File: src/rtl/nibble_accumulator.sv
// ---------------------------------------------------------------------------
// nibble_accumulator
//
// Purpose:
//   Sums a window of NUM_SAMPLES 4-bit samples into a (CARRY_W+4)-bit total.
//   The low nibble comes from an external 4-bit adder that has no carry-in.
//   This block drives the adder's operands and captures its sum. The adder's
//   carry-out increments a carry counter, which supplies the upper bits of the
//   total. Each finished window is presented on a valid/ready output port.
//
// Parameters:
//   NUM_SAMPLES  samples per window (2..255)
//   CARRY_W      carry-counter width; out_data is CARRY_W+4 bits
//
// Optional feature:
//   NIBBLE_ACCUMULATOR_FLUSH_EN  adds input 'flush', which ends a non-empty
//                                window early with its partial total.
//
// Ports:
//   clk        in   rising-edge clock
//   rst_n      in   asynchronous active-low reset
//   in_valid   in   in_data valid
//   in_ready   out  sample accepted this cycle when in_valid is also high
//   in_data    in   4-bit sample
//   add_a      out  adder operand a (running accumulator)
//   add_b      out  adder operand b (in_data)
//   add_sum    in   adder sum
//   add_cout   in   adder carry-out
//   out_valid  out  window result valid
//   out_ready  in   consumer accepts result
//   out_data   out  {carry_cnt, acc} of the finished window
//   out_ovf    out  carry counter wrapped during the window
//   flush      in   (feature only) end the current window early
// ---------------------------------------------------------------------------
module nibble_accumulator #(
  parameter int NUM_SAMPLES = 4,
  parameter int CARRY_W     = 4
) (
  input  logic               clk,
  input  logic               rst_n,
  input  logic               in_valid,
  output logic               in_ready,
  input  logic [3:0]         in_data,
  output logic [3:0]         add_a,
  output logic [3:0]         add_b,
  input  logic [3:0]         add_sum,
  input  logic               add_cout,
  output logic               out_valid,
  input  logic               out_ready,
  output logic [CARRY_W+3:0] out_data,
  output logic               out_ovf
`ifdef NIBBLE_ACCUMULATOR_FLUSH_EN
  ,
  input  logic               flush
`endif
);

  localparam logic [7:0] LAST_IDX = 8'(NUM_SAMPLES - 1);

  typedef enum logic {
    S_ACCUM,
    S_OUT
  } state_t;

  state_t               state_q;
  logic [3:0]           acc_q;
  logic [CARRY_W-1:0]   carry_q;
  logic [7:0]           cnt_q;
  logic                 ovf_q;
  logic                 in_ready_q;
  logic                 out_valid_q;
  logic [CARRY_W+3:0]   out_data_q;
  logic                 out_ovf_q;

  logic                 accept;
  logic                 end_win;
  logic [3:0]           acc_d;
  logic [CARRY_W-1:0]   carry_d;
  logic                 ovf_d;

  // The adder sits outside; its operands are pure wires from our state.
  assign add_a     = acc_q;
  assign add_b     = in_data;
  assign in_ready  = in_ready_q;
  assign out_valid = out_valid_q;
  assign out_data  = out_data_q;
  assign out_ovf   = out_ovf_q;

  // Accumulator values after the current cycle. If a sample is accepted this
  // cycle, they include it. These values feed both the state update and the
  // captured result, so the last sample's sum lands in out_data with no
  // extra cycle.
  always_comb begin
    accept  = in_valid & in_ready_q;
    acc_d   = acc_q;
    carry_d = carry_q;
    ovf_d   = ovf_q;
    if (accept) begin
      acc_d   = add_sum;
      carry_d = carry_q + CARRY_W'(add_cout);
      // The counter wraps when it is all-ones and another carry arrives.
      ovf_d   = ovf_q | ((&carry_q) & add_cout);
    end
    end_win = accept && (cnt_q == LAST_IDX);
`ifdef NIBBLE_ACCUMULATOR_FLUSH_EN
    // Flush only ends a window that holds at least one sample, counting a
    // sample accepted in the same cycle.
    if (flush && (accept || (cnt_q != 8'd0))) begin
      end_win = 1'b1;
    end
`endif
  end

  always_ff @(posedge clk or negedge rst_n) begin
    if (!rst_n) begin
      state_q     <= S_ACCUM;
      acc_q       <= '0;
      carry_q     <= '0;
      cnt_q       <= '0;
      ovf_q       <= 1'b0;
      in_ready_q  <= 1'b1;
      out_valid_q <= 1'b0;
      out_data_q  <= '0;
      out_ovf_q   <= 1'b0;
    end else begin
      case (state_q)
        S_ACCUM: begin
          if (accept) begin
            acc_q   <= acc_d;
            carry_q <= carry_d;
            ovf_q   <= ovf_d;
            cnt_q   <= cnt_q + 8'd1;
          end
          if (end_win) begin
            state_q     <= S_OUT;
            in_ready_q  <= 1'b0;
            out_valid_q <= 1'b1;
            out_data_q  <= {carry_d, acc_d};
            out_ovf_q   <= ovf_d;
          end
        end
        S_OUT: begin
          // The result holds until the consumer takes it. Input is only
          // re-enabled on the following cycle.
          if (out_ready) begin
            state_q     <= S_ACCUM;
            acc_q       <= '0;
            carry_q     <= '0;
            cnt_q       <= '0;
            ovf_q       <= 1'b0;
            in_ready_q  <= 1'b1;
            out_valid_q <= 1'b0;
            out_data_q  <= '0;
            out_ovf_q   <= 1'b0;
          end
        end
        default: begin
          state_q <= S_ACCUM;
        end
      endcase
    end
  end

endmodule
File: config.mk
export PLATFORM = sky130hd
export DESIGN_NAME = nibble_accumulator
export DESIGN_NICKNAME = d
export VERILOG_FILES = /design/src/rtl/nibble_accumulator.sv
export SDC_FILE = /design/constraint.sdc
export NUM_CORES = 1
export LEC_CHECK = 0
export BUFFER_PORTS_ARGS = -buffer_cell sky130_fd_sc_hd__buf_2
export CAP_MARGIN = 10
export CORE_MARGIN = 2
export CORE_UTILIZATION = 47
export DETAILED_ROUTE_END_ITERATION = 16
export GPL_ROUTABILITY_DRIVEN = 0
export GPL_TIMING_DRIVEN = 0
export HOLD_SLACK_MARGIN = 0.12
export PLACE_DENSITY = 0.73
export RECOVER_POWER = 50
export SETUP_SLACK_MARGIN = 0.02
export SLEW_MARGIN = 25
export SYNTH_ARGS = -nofsm -noshare
export SYNTH_HDL_FRONTEND = slang
export SYNTH_SLANG_ARGS = --single-unit
File: constraint.sdc
create_clock -name clk -period 1.5 [get_ports clk]
set_input_delay 0.45 -clock clk [delete_from_list [all_inputs] [get_ports clk]]
set_output_delay 0.45 -clock clk [all_outputs]
set_load 0.03 [all_outputs]
# Word level (Yosys, flattened, before mapping)
# Index checks and enable logic that the tools add are counted.
[word_totals] ff_bits=29 in_bits=13
[classes] addsub=2 eq_ne=4 muxes=26 bitwise_logic=4 n_reduce_logical=4
[op_table] cell="8-bit case mux with 2 select lines" count=2
[op_table] cell="8-bit 2-to-1 mux" count=3
[op_table] cell="4-bit 2-to-1 mux" count=5
[op_table] cell="4-bit case mux with 2 select lines" count=2
[op_table] cell="1-bit case mux with 2 select lines" count=5
[op_table] cell="1-bit 2-to-1 mux" count=9
[op_table] cell="8-bit by 1-bit adder with 8-bit output, second input constant" count=1
[op_table] cell="8-bit by 2-bit == test with 1-bit output, second input constant" count=1
[op_table] cell="2-bit != test, second input constant" count=3
[op_table] cell="4-bit by 1-bit adder with 4-bit output" count=1
[op_table] cell="2-bit AND reduction" count=2
[op_table] cell="4-bit AND reduction" count=1
[op_table] cell="1-bit bitwise AND" count=2
[op_table] cell="1-bit logical AND" count=1
[op_table] cell="1-bit NOT" count=1
[op_table] cell="1-bit bitwise OR" count=1

# Depth between registers and ports, before layout
# Gate-level depths: netlist of run 1.
[depth] ltp_word=6 mapped_depth=6

# Worst setup path before layout of run 1
# No wires, ideal clock.
[synth_timing] path_kind="reg-to-reg" startpoint="register in_ready_q (netlist: in_ready)" endpoint="register acc_q[0] (netlist: add_a[0])" setup_time_ps=138 arrival_time_ps=1429 required_ps=1362 path_slack_ps=-67 stages_incl_launch_ff=6 path_buffers=2 period_less_slack_ps=1567 path_cell_list="dfstp_2 -> and2_1 -> clkbuf_1 -> buf_4 -> mux2i_1 -> o22ai_1"
[synth_via] elab_chain_cells=4
[synth_rtl] item="start, declared" line_no="70" source="logic in_ready_q;"
[synth_rtl] item="start signal, assigned" line_no="121" source="in_ready_q <= 1'b1;"
[synth_rtl] item="start signal, assigned" line_no="136" source="in_ready_q <= 1'b0;"
[synth_rtl] item="start signal, assigned" line_no="151" source="in_ready_q <= 1'b1;"
[synth_rtl] item="1-bit bitwise AND *" line_no="94" source="accept = in_valid & in_ready_q;"
[synth_rtl] item="4-bit 2-to-1 mux" line_no="98" source="if (accept) begin"
[synth_rtl] item="4-bit 2-to-1 mux" line_no="128" source="if (accept) begin"
[synth_rtl] item="4-bit case mux with 2 select lines" line_no="126" source="case (state_q)"
[synth_rtl] item="end signal, assigned" line_no="117" source="acc_q <= '0;"
[synth_rtl] item="end signal, assigned" line_no="129" source="acc_q <= acc_d;"
[synth_rtl] item="end signal, assigned" line_no="147" source="acc_q <= '0;"
[synth_rtl] item="end, declared" line_no="66" source="logic [3:0] acc_q;"
# Every way passes the cells marked *; elsewhere a longest branch is shown, timed or not. The select of a mux whose other input is x is not followed.
# A chain may end at the register's enable or synchronous reset.

# Worst setup path in the final report of run 1
[layout_timing] startpoint="register in_ready_q (netlist: in_ready)" endpoint="output port in_ready"
[layout_rtl] item="end, declared" line_no="42" source="output logic in_ready,"
# No word-level cell between the ends.

==> reports/metrics.csv, run 1 <==
stage;metric;value;unit
worst_setup_path;path_delay_family;flip-flops;
timing;fin_skew;3.400;ps
clocking;clk_latency;320;ps
routing;viasPerCell;5.764;
power_and_ir_drop;power_density;799.1;nW/um^2
min_path;hold_path.class;primary input to async pin;
power_and_ir_drop;clockPowerShare;34.3;%
routing;ant_nets;0;
power_and_ir_drop;switching_share;25.11;%
clocking;tritoncts;done;
routing;firstDrtPassIters;4;
global_route;grt_pass1_wl;5616;um
worst_setup_path;crit_type;flop to output port;
clocking;ctsRootBufferMaster;clkbuf_4;
timing;fmax;0.6664;GHz
worst_setup_path;cp_num_buf_inv;1;
global_route;first_global_vias;1181;
placement;place_area;1559;sq um
yosys;syn_nets;145;
worst_setup_path;end_kind;output port;
die;start_util;49.86;%
die;design.core.area;2758;sq um
yosys;syn-cell-area;1375;sq um
power_and_ir_drop;pwr-share-comb;8.6;%
timing;final_max_slew_viol_count;0;
die;die_y;58.09;um
flow_run;drv_cap;0;
power_and_ir_drop;peakVddDrop;0.8929;mV
cells_and_area;final_core_util;65.38;%
yosys;avgSynthCellArea;10.66;sq um
routing;routedWlPerCell;16.90;um
timing;tightest_slew;717.1;ps
power_and_ir_drop;finalPower;1441;uW
cells_and_area;layout-drive-gt1-share;36.31;%
placement;dpl.hpwl;2035;um
routing;routed_wl;3364;um
worst_setup_path;r2r_setup_slack;40;ps
timing;period_needed;1501;ps
placement;io_buffers;27;
yosys;seq_area_frac_synth;52.87;%
global_route;grt_max_degree;30;
timing;hold-worst-slack;157.1;ps
timing;finalHoldViolCount;0;
worst_setup_path;arrival;1050;ps
clocking;cts.path.max_buffers;2;
timing;rsz0062_at_grt;true;
yosys;ys_seq_elements;29;
die;fp.dieW;58.09;um
yosys;synth_warnings;0;
cells_and_area;syn2layout_area_growth;31.12;%
die;io-pin-count;32;
worst_setup_path;worst_path_max_delay_cell;dfstp_2;
outcome;outcome;complete, but fails checks;
timing;post-route-period-util;100.0;%
worst_setup_path;cpPeakStageDelay;580;ps
yosys;synth_cell_types;25;
global_route;grt_overflow;0;
routing;drcViolationCount;0;
cells_and_area;design_area;1803;sq um
worst_setup_path;path_max_fanout;4;
global_route;antenna_found_initial;0;
clocking;clock_sinks;29;
clocking;hold_buffers;0;
power_and_ir_drop;switchingPower;361.8;uW
cells_and_area;final_cell_mix;dfrtp_1, nand2_1, buf_2;
worst_setup_path;cp.required;1050;ps
power_and_ir_drop;pwr-share-seq;57.1;%
cells_and_area;fin_nets;183;
die;rows;19;
cells_and_area;final_common_cell;dfrtp_1;
power_and_ir_drop;leakage;0.0007843;uW
yosys;synth_cells;129;
outcome;violations;setup timing;
timing;max_slew_margin;52.19;%
clocking;h-tree-depth;2;
worst_setup_path;worst_setup_path_start_kind;flop;
global_route;grt_use_total;22.68;%
timing;finalSetupViolations;1;
cells_and_area;antennaDiodeCount;0;
timing;fin_ws;-0.5742;ps
routing;drtIter0Drc;28;
clocking;cts_made_buffers;5;
routing;vias;1147;
die;die_area;3374;sq um
worst_setup_path;worstPathCellList;buf_6;
power_and_ir_drop;internal-power;1079;uW
clocking;clk_pin_slew;90;ps
[layout make-up]
type / instances / area (sq um)
Inverter: 1 / 3.754
Sequential cell: 29 / 729.5
Tap cell: 31 / 38.79
Buffer: 10 / 71.32
Clock buffer: 8 / 58.81
Timing Repair Buffer: 33 / 205.2
Multi-Input combinational cell: 87 / 695.7
Fill cell: 214 / 954.7
[cells in the mapped netlist]
cell type,n,share of area [%]
buf_6,1,0.82
nand2b_1,1,0.46
buf_4,5,2.7
mux2i_1,7,5.1
nand4_1,3,1.4
nor2b_1,1,0.46
and2_1,2,0.91
dfrtp_1,28,51
inv_1,1,0.27
a41oi_1,1,0.64
and3_1,4,1.8
nand3_1,4,1.5
nand2_1,23,6.3
o21ai_0,6,2.2
nor3_1,1,0.36
nand3_2,1,0.73
o22ai_1,13,5.9
xnor2_1,2,1.3
o2bb2ai_1,7,4.5
dfstp_2,1,1.9
nor4_2,1,0.91
clkbuf_1,4,1.1
ha_1,3,2.7
buf_2,2,0.73
xor2_1,7,4.5
[path summary, 6_finish.rpt]
kind | from | end | cells past startpoint
worst max-delay path | in_ready$_DFFE_PN1P_ | in_ready | 1
worst min-delay path | rst_n | cnt_q[4]$_DFFE_PN0P_ | 1
worst max register to register | in_ready$_DFFE_PN1P_ | add_a[2]$_DFFE_PN0P_ | 4
worst min register to register | out_valid$_DFFE_PN0P_ | out_valid$_DFFE_PN0P_ | 2
max in group asynchronous | rst_n | state_q$_DFF_PN0_ | 1
min in group clk | out_ready | cnt_q[2]$_DFFE_PN0P_ | 2
[logic make-up after synthesis]
kind of cell             count (synthesis)  share of synthesized area (%)
flip-flops                              29                          52.87
AND/OR/NAND/NOR                         41                          14.74
AO/OA/AOI/OAI                           27                          13.19
adder cells (fa/ha/maj)                  3                          2.730
multiplexers                             7                          5.096
buffers and inverters                   13                          5.641
XOR/XNOR                                 9                          5.733
[metrics by stage]
stage                     instances  setup WS, ps  setup TNS [ps]
after floorplan                 129         14.01               0
after global placement          187        -12.44          -12.44
after detailed placement        187        -22.81          -44.19
after CTS                       198        -3.300          -3.300
after global routing            199        -43.13          -46.69
final                           199       -0.5742         -0.5742
[flip-flops by register name, summed over array words and instances, names as in the netlist]
signal,cells
cnt_q,8
out_data,8
add_a,4
carry_q,4
in_ready,1
out_ovf,1
out_valid,1
ovf_q,1
state_q,1
[metal layers]
| layer | GRT usage (%) | vias to the layer above | wire length [um] |
|---|---|---|---|
| met5 | 0 | - | 0 |
| met4 | 7.973 | 0 | 64 |
| met3 | 7.813 | 7 | 167 |
| met2 | 36.85 | 27 | 1728 |
| met1 | 28.24 | 578 | 1403 |
| li1 | - | 535 | - |
[power by group through the flow]
stage               registers (uW)  logic, uW  clock network [uW]
floorplan                      837       52.3                   0
global route                   826        136                 543
detailed placement             833        104                   0
CTS                            820        109                 502
global placement               832        101                   0
finish                         822        124                 494
[repair_timing]
item | 4_1_cts | 5_1_grt
setup buffers | 2 | 3
pin swaps | 1 | 5
setup endpoints to repair | 13 | 21
gates cloned | 1 | 0
gates resized for setup | 17 | 16
Power figures use the tool's default switching activity.
==> run 2, diff against run 1 <==
BUFFER_PORTS_ARGS = default   (was -buffer_cell sky130_fd_sc_hd__buf_2)
CORE_UTILIZATION = 45   (was 47)
DONT_BUFFER_PORTS = 1   (was default)
PLACE_DENSITY = 0.61   (was 0.73)
SKIP_CTS_REPAIR_TIMING = 1   (was default)
==> run 2 against run 1 <==
The run still ends with setup timing left. Clock-buffer cell count is 1 lower. Register-to-register slack worse by 130 ps. Worst hold slack better by 68 ps. Final cell count is 13% lower. Largest cell class is now multi-input combinational cells.
==> reports/metrics.csv, run 2 (synthesis results as in run 1) <==
stage;metric;value;unit
clocking;h-tree-depth;2;
power_and_ir_drop;internal-power;1057;uW
timing;post-route-period-util;105.7;%
clocking;clk_latency;320;ps
power_and_ir_drop;power_density;813.8;nW/um^2
die;start_util;46.18;%
timing;tightest_slew;736.1;ps
power_and_ir_drop;switchingPower;348.4;uW
cells_and_area;final_common_cell;dfrtp_1;
timing;max_slew_margin;50.92;%
timing;fin_ws;-85.74;ps
routing;vias;1031;
cells_and_area;design_area;1727;sq um
timing;rsz0062_at_grt;true;
timing;final_max_slew_viol_count;0;
power_and_ir_drop;switching_share;24.79;%
placement;place_area;1426;sq um
power_and_ir_drop;pwr-share-seq;59.4;%
die;io-pin-count;32;
worst_setup_path;ff2ff_path_depth;5;
power_and_ir_drop;clockPowerShare;34.1;%
power_and_ir_drop;peakVddDrop;0.6040;mV
global_route;grt_use_total;18.73;%
routing;drtIter0Drc;17;
routing;firstDrtPassIters;4;
timing;fmax;0.6306;GHz
routing;ant_nets;0;
cells_and_area;final_cell_mix;dfrtp_1, nand2_1, o22ai_1;
clocking;tritoncts;done;
worst_setup_path;cp.required;1680;ps
global_route;first_global_vias;954;
routing;routedWlPerCell;18.16;um
worst_setup_path;end_kind;flop;
clocking;clk_pin_slew;90;ps
die;die_area;3514;sq um
worst_setup_path;r2r-end;add_a[3]$_DFFE_PN0P_;
outcome;violations;setup timing;
worst_setup_path;worst_setup_path_start_kind;flop;
timing;fin_skew;1.645;ps
global_route;grt_overflow;0;
worst_setup_path;crit_path_end;add_a[3]$_DFFE_PN0P_;
worst_setup_path;r2r-start;in_ready$_DFFE_PN1P_;
timing;period_needed;1586;ps
cells_and_area;instances_no_fill;174;
worst_setup_path;arrival;1770;ps
placement;placed_cells_incl_taps;162;
worst_setup_path;path_max_fanout;6;
placement;dpl.hpwl;2012;um
cells_and_area;fin_nets;157;
cells_and_area;layout-drive-gt1-share;29.79;%
cells_and_area;antennaDiodeCount;0;
global_route;grt_max_degree;30;
die;die_y;59.28;um
flow_run;drv_cap;0;
clocking;cts.path.max_buffers;2;
power_and_ir_drop;finalPower;1405;uW
routing;drcViolationCount;0;
timing;finalHoldViolCount;0;
global_route;grt_pass1_wl;4636;um
clocking;cts_made_buffers;5;
power_and_ir_drop;leakage;0.0007028;uW
cells_and_area;fillers;244;
power_and_ir_drop;pwr-share-comb;6.5;%
die;design.core.area;2978;sq um
global_route;antenna_found_initial;0;
die;rows;20;
timing;finalSetupViolations;15;
cells_and_area;regArea;726.9;sq um
placement;io_buffers;0;
worst_setup_path;r2r_setup_slack;-90;ps
cells_and_area;syn2layout_area_growth;25.57;%
clocking;ctsRootBufferMaster;clkbuf_4;
clocking;clock_sinks;29;
worst_setup_path;crit_type;flop to flop;
worst_setup_path;worstSetupStartpoint;in_ready$_DFFE_PN1P_;
cells_and_area;multi_input_comb_area;744.5;sq um
min_path;hold_path.class;primary input to flop;
die;fp.dieW;59.28;um
outcome;outcome;complete, but fails checks;
routing;routed_wl;3160;um
routing;viasPerCell;5.925;
==> run 2: cell types whose count changed in the layout (fill, tap and decap cells not counted), moves of 2 or more <==
cell / delta
xor2_2: +2
dfrtp_2: -2
xor2_1: -2
o22ai_1: +2
o22ai_2: -2
buf_2: -21
o21ai_1: +2
o21ai_0: -3
clkbuf_1: -5
dfrtp_1: +2
==> run 2: worst max-delay path: stages, from the launching register on <==
cell and delay [ps]:
dfstp_2 650, and2_4 190, buf_8 120, buf_12 140, mux2i_4 230, o22ai_1 100
==> run 2: power groups by stage <==
stage          logic, uW  clock network (uW)  registers (uW)
6_report            91.0                 479             835
3_5_place_dp        60.1                   0             843
4_1_cts             60.2                 488             828
2_1_floorplan       52.3                   0             837
3_3_place_gp        57.5                   0             841
5_1_grt             98.7                 524             838
==> run 2: metrics by stage <==
| stage | util [%] | setup TNS (ps) | setup slack, ps | hold WS (ps) |
|---|---|---|---|---|
| CTS | 49.75 | -2458 | -178.7 | -200.3 |
| global route | 57.98 | -1685 | -131.4 | 201.9 |
| global placement | 47.90 | -1652 | -128.7 | 155.2 |
| finish | 57.98 | -674.1 | -85.74 | 224.6 |
| detailed placement | 47.90 | -2153 | -166.6 | 155.4 |
| floorplan | - | 0 | 14.01 | 154.4 |
==> run 2: routing by layer <==
layer | track usage (%) | share of wire, % | vias to the layer above
li1 | - | - | 483
met1 | 22.77 | 41 | 523
met2 | 29.20 | 53 | 19
met3 | 7.424 | 3.8 | 6
met4 | 8.442 | 1.6 | 0
met5 | 0 | 0 | -
==> run 2: cell type report <==
class,count,share of cell area [%]
multi-input combinational,87,43.12
sequential,29,42.10
tap,33,2.391
clock buffer,7,3.188
timing repair buffer,6,3.841
inverter,1,0.2174
buffer,11,5.145
==> run 2: how the worst min path moves through the flow <==
stage,from,end,slack [ps],depth (start not counted)
final,out_ready,cnt_q[2]$_DFFE_PN0P_,220,1
after global routing,out_ready,cnt_q[0]$_DFFE_PN0P_,200,1
after CTS,rst_n,ovf_q$_DFFE_PN0P_,-200,0
after detailed placement,rst_n,cnt_q[5]$_DFFE_PN0P_,160,0
after global placement,rst_n,cnt_q[3]$_DFFE_PN0P_,160,0
after floorplan,rst_n,add_a[0]$_DFFE_PN0P_,150,0
